==> config.mk <==
export PLATFORM = sky130hd
export DESIGN_NAME = johnson_seq_ctrl
export DESIGN_NICKNAME = d
export VERILOG_FILES = /design/src/rtl/johnson_seq_ctrl.sv
export SDC_FILE = /design/constraint.sdc
export NUM_CORES = 1
export LEC_CHECK = 0
export BUFFER_PORTS_ARGS = -buffer_cell sky130_fd_sc_hd__buf_4
export CAP_MARGIN = 25
export CORE_ASPECT_RATIO = 1.75
export CORE_MARGIN = 5
export CORE_UTILIZATION = 56
export DETAILED_ROUTE_END_ITERATION = 12
export GPL_ROUTABILITY_DRIVEN = 0
export PLACE_DENSITY = 0.79
export SYNTH_ARGS = -nofsm -noshare
export SYNTH_HDL_FRONTEND = slang
export SYNTH_SLANG_ARGS = --single-unit
==> constraint.sdc <==
create_clock -name clk -period 2.96 [get_ports clk]
set_input_delay 0.592 -clock clk [delete_from_list [all_inputs] [get_ports clk]]
set_output_delay 0.592 -clock clk [all_outputs]
set_load 0.01 [all_outputs]
==> src/rtl/johnson_seq_ctrl.sv <==
// Purpose : step-gated Johnson ring sequencer; runs N full rotations, drains to zero on stop, self-heals illegal states
// Latency : start sampled at edge N -> busy from N+1; a step sampled in RUN moves q at that same edge
// Backpr. : none; the ring advances only on step (RUN) or unconditionally while draining
//
// Ports:
//   clk, reset          rising-edge clock, asynchronous active-high reset
//   start, stop, step   run request (IDLE only), orderly stop (RUN only), ring advance strobe (RUN only)
//   rounds              full rotations per run, latched on start (0 behaves as 1)
//   q, phase            registered ring state and its combinational phase index
//   busy, done, err     running/draining, one-cycle completion pulse, sticky illegal-state flag
module johnson_seq_ctrl #(
  parameter int WIDTH = 4,
  parameter int CNT_W = 8,
  parameter int PH_W  = 3
) (
  input  logic             clk,
  input  logic             reset,
  input  logic             start,
  input  logic             stop,
  input  logic             step,
  input  logic [CNT_W-1:0] rounds,
  output logic [WIDTH-1:0] q,
  output logic [PH_W-1:0]  phase,
  output logic             busy,
  output logic             done,
  output logic             err
);

  typedef enum logic [1:0] {S_IDLE, S_RUN, S_DRAIN, S_DONE} state_t;

  // Last state of the rotation (1 followed by zeros); stepping from it wraps to all-zero.
  localparam logic [WIDTH-1:0] LAST_Q = {1'b1, {(WIDTH-1){1'b0}}};

  state_t           state, state_nx;
  logic [WIDTH-1:0] q_nx, q_step, thermo, thermo_inc;
  logic [CNT_W-1:0] round_cnt, round_cnt_nx, round_cnt_inc;
  logic [CNT_W-1:0] rounds_l, rounds_l_nx;
  logic             err_nx, legal, wrap;
  logic [PH_W-1:0]  pop;

  always_comb begin
    q_step = {q[WIDTH-2:0], ~q[WIDTH-1]};
    // Folding a 1..10..0 pattern onto 0..01..1 lets one check cover both
    // legal halves: a low-aligned run of ones has no bit in common with itself plus one.
    thermo     = q[WIDTH-1] ? ~q : q;
    thermo_inc = thermo + WIDTH'(1);
    legal      = ((thermo & thermo_inc) == '0);
    wrap       = (q == LAST_Q);
    round_cnt_inc = round_cnt + CNT_W'(1);
  end

  always_comb begin
    pop = '0;
    for (int i = 0; i < WIDTH; i++) begin
      pop = pop + PH_W'(q[i]);
    end
    // Second half of the rotation counts down from 2*WIDTH as the ones shift out.
    phase = q[WIDTH-1] ? (PH_W'(2*WIDTH) - pop) : pop;
  end

  always_comb begin
    state_nx     = state;
    q_nx         = q;
    round_cnt_nx = round_cnt;
    rounds_l_nx  = rounds_l;
    err_nx       = err;
    if (!legal) begin
      // Corruption recovery outranks every other transition and never signals done.
      q_nx     = '0;
      state_nx = S_IDLE;
      err_nx   = 1'b1;
    end else begin
      case (state)
        S_IDLE: begin
          if (start) begin
            rounds_l_nx  = (rounds == '0) ? CNT_W'(1) : rounds;
            round_cnt_nx = '0;
            state_nx     = S_RUN;
          end
        end
        S_RUN: begin
          if (step) begin
            q_nx = q_step;
            if (wrap) begin
              round_cnt_nx = round_cnt_inc;
            end
            // The final wrap wins over a coincident stop.
            if (wrap && (round_cnt_inc == rounds_l)) begin
              state_nx = S_DONE;
            end else if (stop) begin
              state_nx = S_DRAIN;
            end
          end else if (stop) begin
            state_nx = (q == '0) ? S_DONE : S_DRAIN;
          end
        end
        S_DRAIN: begin
          q_nx = q_step;
          if (q_step == '0) begin
            state_nx = S_DONE;
          end
        end
        S_DONE: begin
          state_nx = S_IDLE;
        end
        default: begin
          state_nx = S_IDLE;
        end
      endcase
    end
  end

  always_ff @(posedge clk or posedge reset) begin
    if (reset) begin
      state     <= S_IDLE;
      q         <= '0;
      round_cnt <= '0;
      rounds_l  <= '0;
      err       <= 1'b0;
    end else begin
      state     <= state_nx;
      q         <= q_nx;
      round_cnt <= round_cnt_nx;
      rounds_l  <= rounds_l_nx;
      err       <= err_nx;
    end
  end

  assign busy = (state == S_RUN) || (state == S_DRAIN);
  assign done = (state == S_DONE);

endmodule

==> results.cfg <==
[power]
p_leak_nw = 0.8306
ir_drop_mv = 0.6543
power.density_mw_per_mm2 = 1089

[floorplan]
placementRows = 25
core-area_mm2 = 0.002690
fp.dieW_um = 49.82
die_area_mm2 = 0.003970
die_h_um = 79.69
start_util_pct = 57.77
num_io_pins = 23

[routing]
vias = 1269
drt-pass1-iter-count = 4
drt_iter0_markers = 26
drc = 0
ant_nets = 0
viasPerCell = 5.930
wirelength_um = 3507
avgRoutedWirePerCell_um = 16.39

[timing]
skew_ns = 0.004005
setup-tns-final_ns = 0
tightest_slew_ns = 0.8790
hold_viol_final = 0
rsz0062_at_grt = true
fin_crit_sh_pct = 98.53
finalMaxSlewViolations = 0
fmax_mhz = 342.9
slew_headroom_pct = 41.34
min_period_ns = 2.917
setup_violations = 0

[run]
drv_cap = 0

[clock_tree]
clock_latency_ns = 0.27
numClockSinks = 23
cts_max_level = 1
clk_pin_slew_worst_paths_ns = 0.08
cts_made_buffers = 3
clk_path_buf_depth = 2
tritoncts = built
root_buffer = clkbuf_8
hold_buffers = 0

[cells_and_area]
multi_input_area_um2 = 938.4
area_delta_synth_final_pct = 18.12
fill_cells = 209
seq_area_um2 = 576.8
diodes = 0
final_util_pct = 68.23
final_nets = 215
layout-drive-gt1-share_pct = 24.06

[yosys]
synth_most_common_cell = dfrtp_1
synthCells = 160
synth_area_mm2 = 0.001554
postSynthAreaPerCell_um2 = 9.712
synthArstFlopShare_pct = 100.0
ys_warn_count = 0
synth_enable_flop_cells = 0
synth_top_cell_by_area = dfrtp_1
ys_dominant_reg_cell = dfrtp_1
synth.top_cell.area_share_pct = 37.04
ys_seq_area_share_pct = 37.04
syn_nets = 187
yosysUniqueCellTypes = 42
synthTopCellsByArea = dfrtp_1 37%, ha_1 10%, mux2_4 5.8%, xnor2_1 4.5%, nand2_1 3.6%
synthTopCellsByCount = 23 x dfrtp_1, 15 x nand2_1, 14 x inv_1
synth-seq-cells = 23

[setup_path]
cp_slowest_cell = fa_1
cp-start-kind = flop
cp_slowest_stage_delay_ns = 0.48
timing.critical_path.to_type = primary output
required_ns = 2.37
arrival_ns = 2.32
cp_cell_sequence = fa_1, ha_2, ha_4, inv_2, ha_4, or2b_1, xnor2_1, buf_4
timing.rr.start = q[3]
critPathKind = flop to primary output
worst-path-max-fanout = 2
r2r_end = rounds_l[1]
r2r_slack_ns = 0.62
crit_top_cell = ha_4
r2r.worst_path.cells = 5

[global_route]
grt_pass1_vias = 1269
grt_max_degree = 24
antenna_found_initial = 0
grtUsageTotal_pct = 17.61
grt_first_pass_wirelength_um = 5478
grt-ovfl-total = 0

[hold_path]
min_path_cells = 1
hold_path.class = flop to flop
hold_start = err
hold_end = err

[placed_design]
place_hpwl_um = 2690
placement.io_buffers = 22

[outcome]
outcome = completed
logic make-up (layout without fill, tap and decap cells):
family,Yosys count,in the layout,share of synthesized area [%]
fa+ha+maj,14,14,11.76
simple gates,52,52,17.23
compound gates,32,32,13.61
xor+xnor,13,13,7.327
buf+inv,16,43,4.348
mux,10,10,8.696
flops,23,23,37.04
worst max-delay path: cells and delay by family (launching register included):
kind          cells  cell delay [ns]
fa+ha+maj         4             1.08
flops             1             0.42
simple gates      1             0.22
buf+inv           2             0.18
xor+xnor          1             0.15
what timing repair did:
action / in CTS / in global routing
pin swaps: 0 / 4
resized for setup: 1 / 5
setup buffers: 1 / 1
setup endpoints to repair: 1 / 1
gates cloned: 0 / 0
worst max path at each step:
stage	startpoint	to	slack, ns
after global routing	q[1]	phase[2]	-0.05
after floorplan	q[3]	phase[2]	0.28
final	q[1]	phase[2]	0.04
after global placement	q[1]	phase[2]	0.30
after detailed placement	q[1]	phase[2]	0.27
after CTS	q[0]	phase[2]	0.01
placed cells by master, fill, tap and decap left out, drive strengths merged:
cell	n
xor2	5
xnor2	8
nand2	15
nand2b	3
a21o	2
ha	13
o21bai	1
or3	2
o41ai	1
a21oi	6
or2	1
clkinv	1
buf	25
nand3b	1
o31ai	6
nand4	1
mux2i	3
nand3	4
o21ai	9
and2	2
nor3	3
nand4b	1
inv	14
a211oi	1
a32oi	1
a31oi	1
clkbuf	3
o22ai	1
dfrtp	23
and4b	1
or2b	2
nor4	2
mux2	7
and3	1
o2111ai	1
o211ai	1
or3b	1
a22o	1
nor2	12
fa	1
through the flow:
stage	instance area (um2)	std cells	worst slack, ns	total power, mW	hold slack (ns)
after CTS	1800	213	0.01301	1.942	0.4840
after global placement	1745	208	0.2968	1.670	0.4536
final	1836	214	0.04346	1.998	0.4800
after detailed placement	1745	208	0.2724	1.735	0.4584
after floorplan	1554	160	0.2784	1.390	0.4756
after global routing	1836	214	-0.05238	2.194	0.5169
metal layers:
metal,track usage (%),share of wire (%),vias to the layer above,routed length (um)
met5,0,0,-,0
met4,8.924,3.1,0,108
met3,1.869,2.9,9,102
met2,34.44,59,25,2062
met1,17.26,35,624,1234
li1,-,-,611,-
registers in the layout, indices dropped and copies added (netlist names):
register and count:
err 1, q 4, round_cnt 8, rounds_l 8
state 2
final cells by class:
type | count | share of cell area [%]
clock buffer | 3 | 2.249
clock inverter | 1 | 0.2727
inverter | 14 | 2.863
multi-input combinational | 121 | 51.12
sequential | 23 | 31.42
tap | 27 | 1.840
timing repair buffer | 25 | 10.22
where the power goes:
group / internal (mW) / switching (mW) / total (mW)
Sequential: 0.427 / 0.113 / 0.540
Clock: 0.0941 / 0.104 / 0.198
Combinational: 0.597 / 0.662 / 1.26
Total: 1.12 / 0.880 / 2.00
Power figures use the tool's default switching activity.
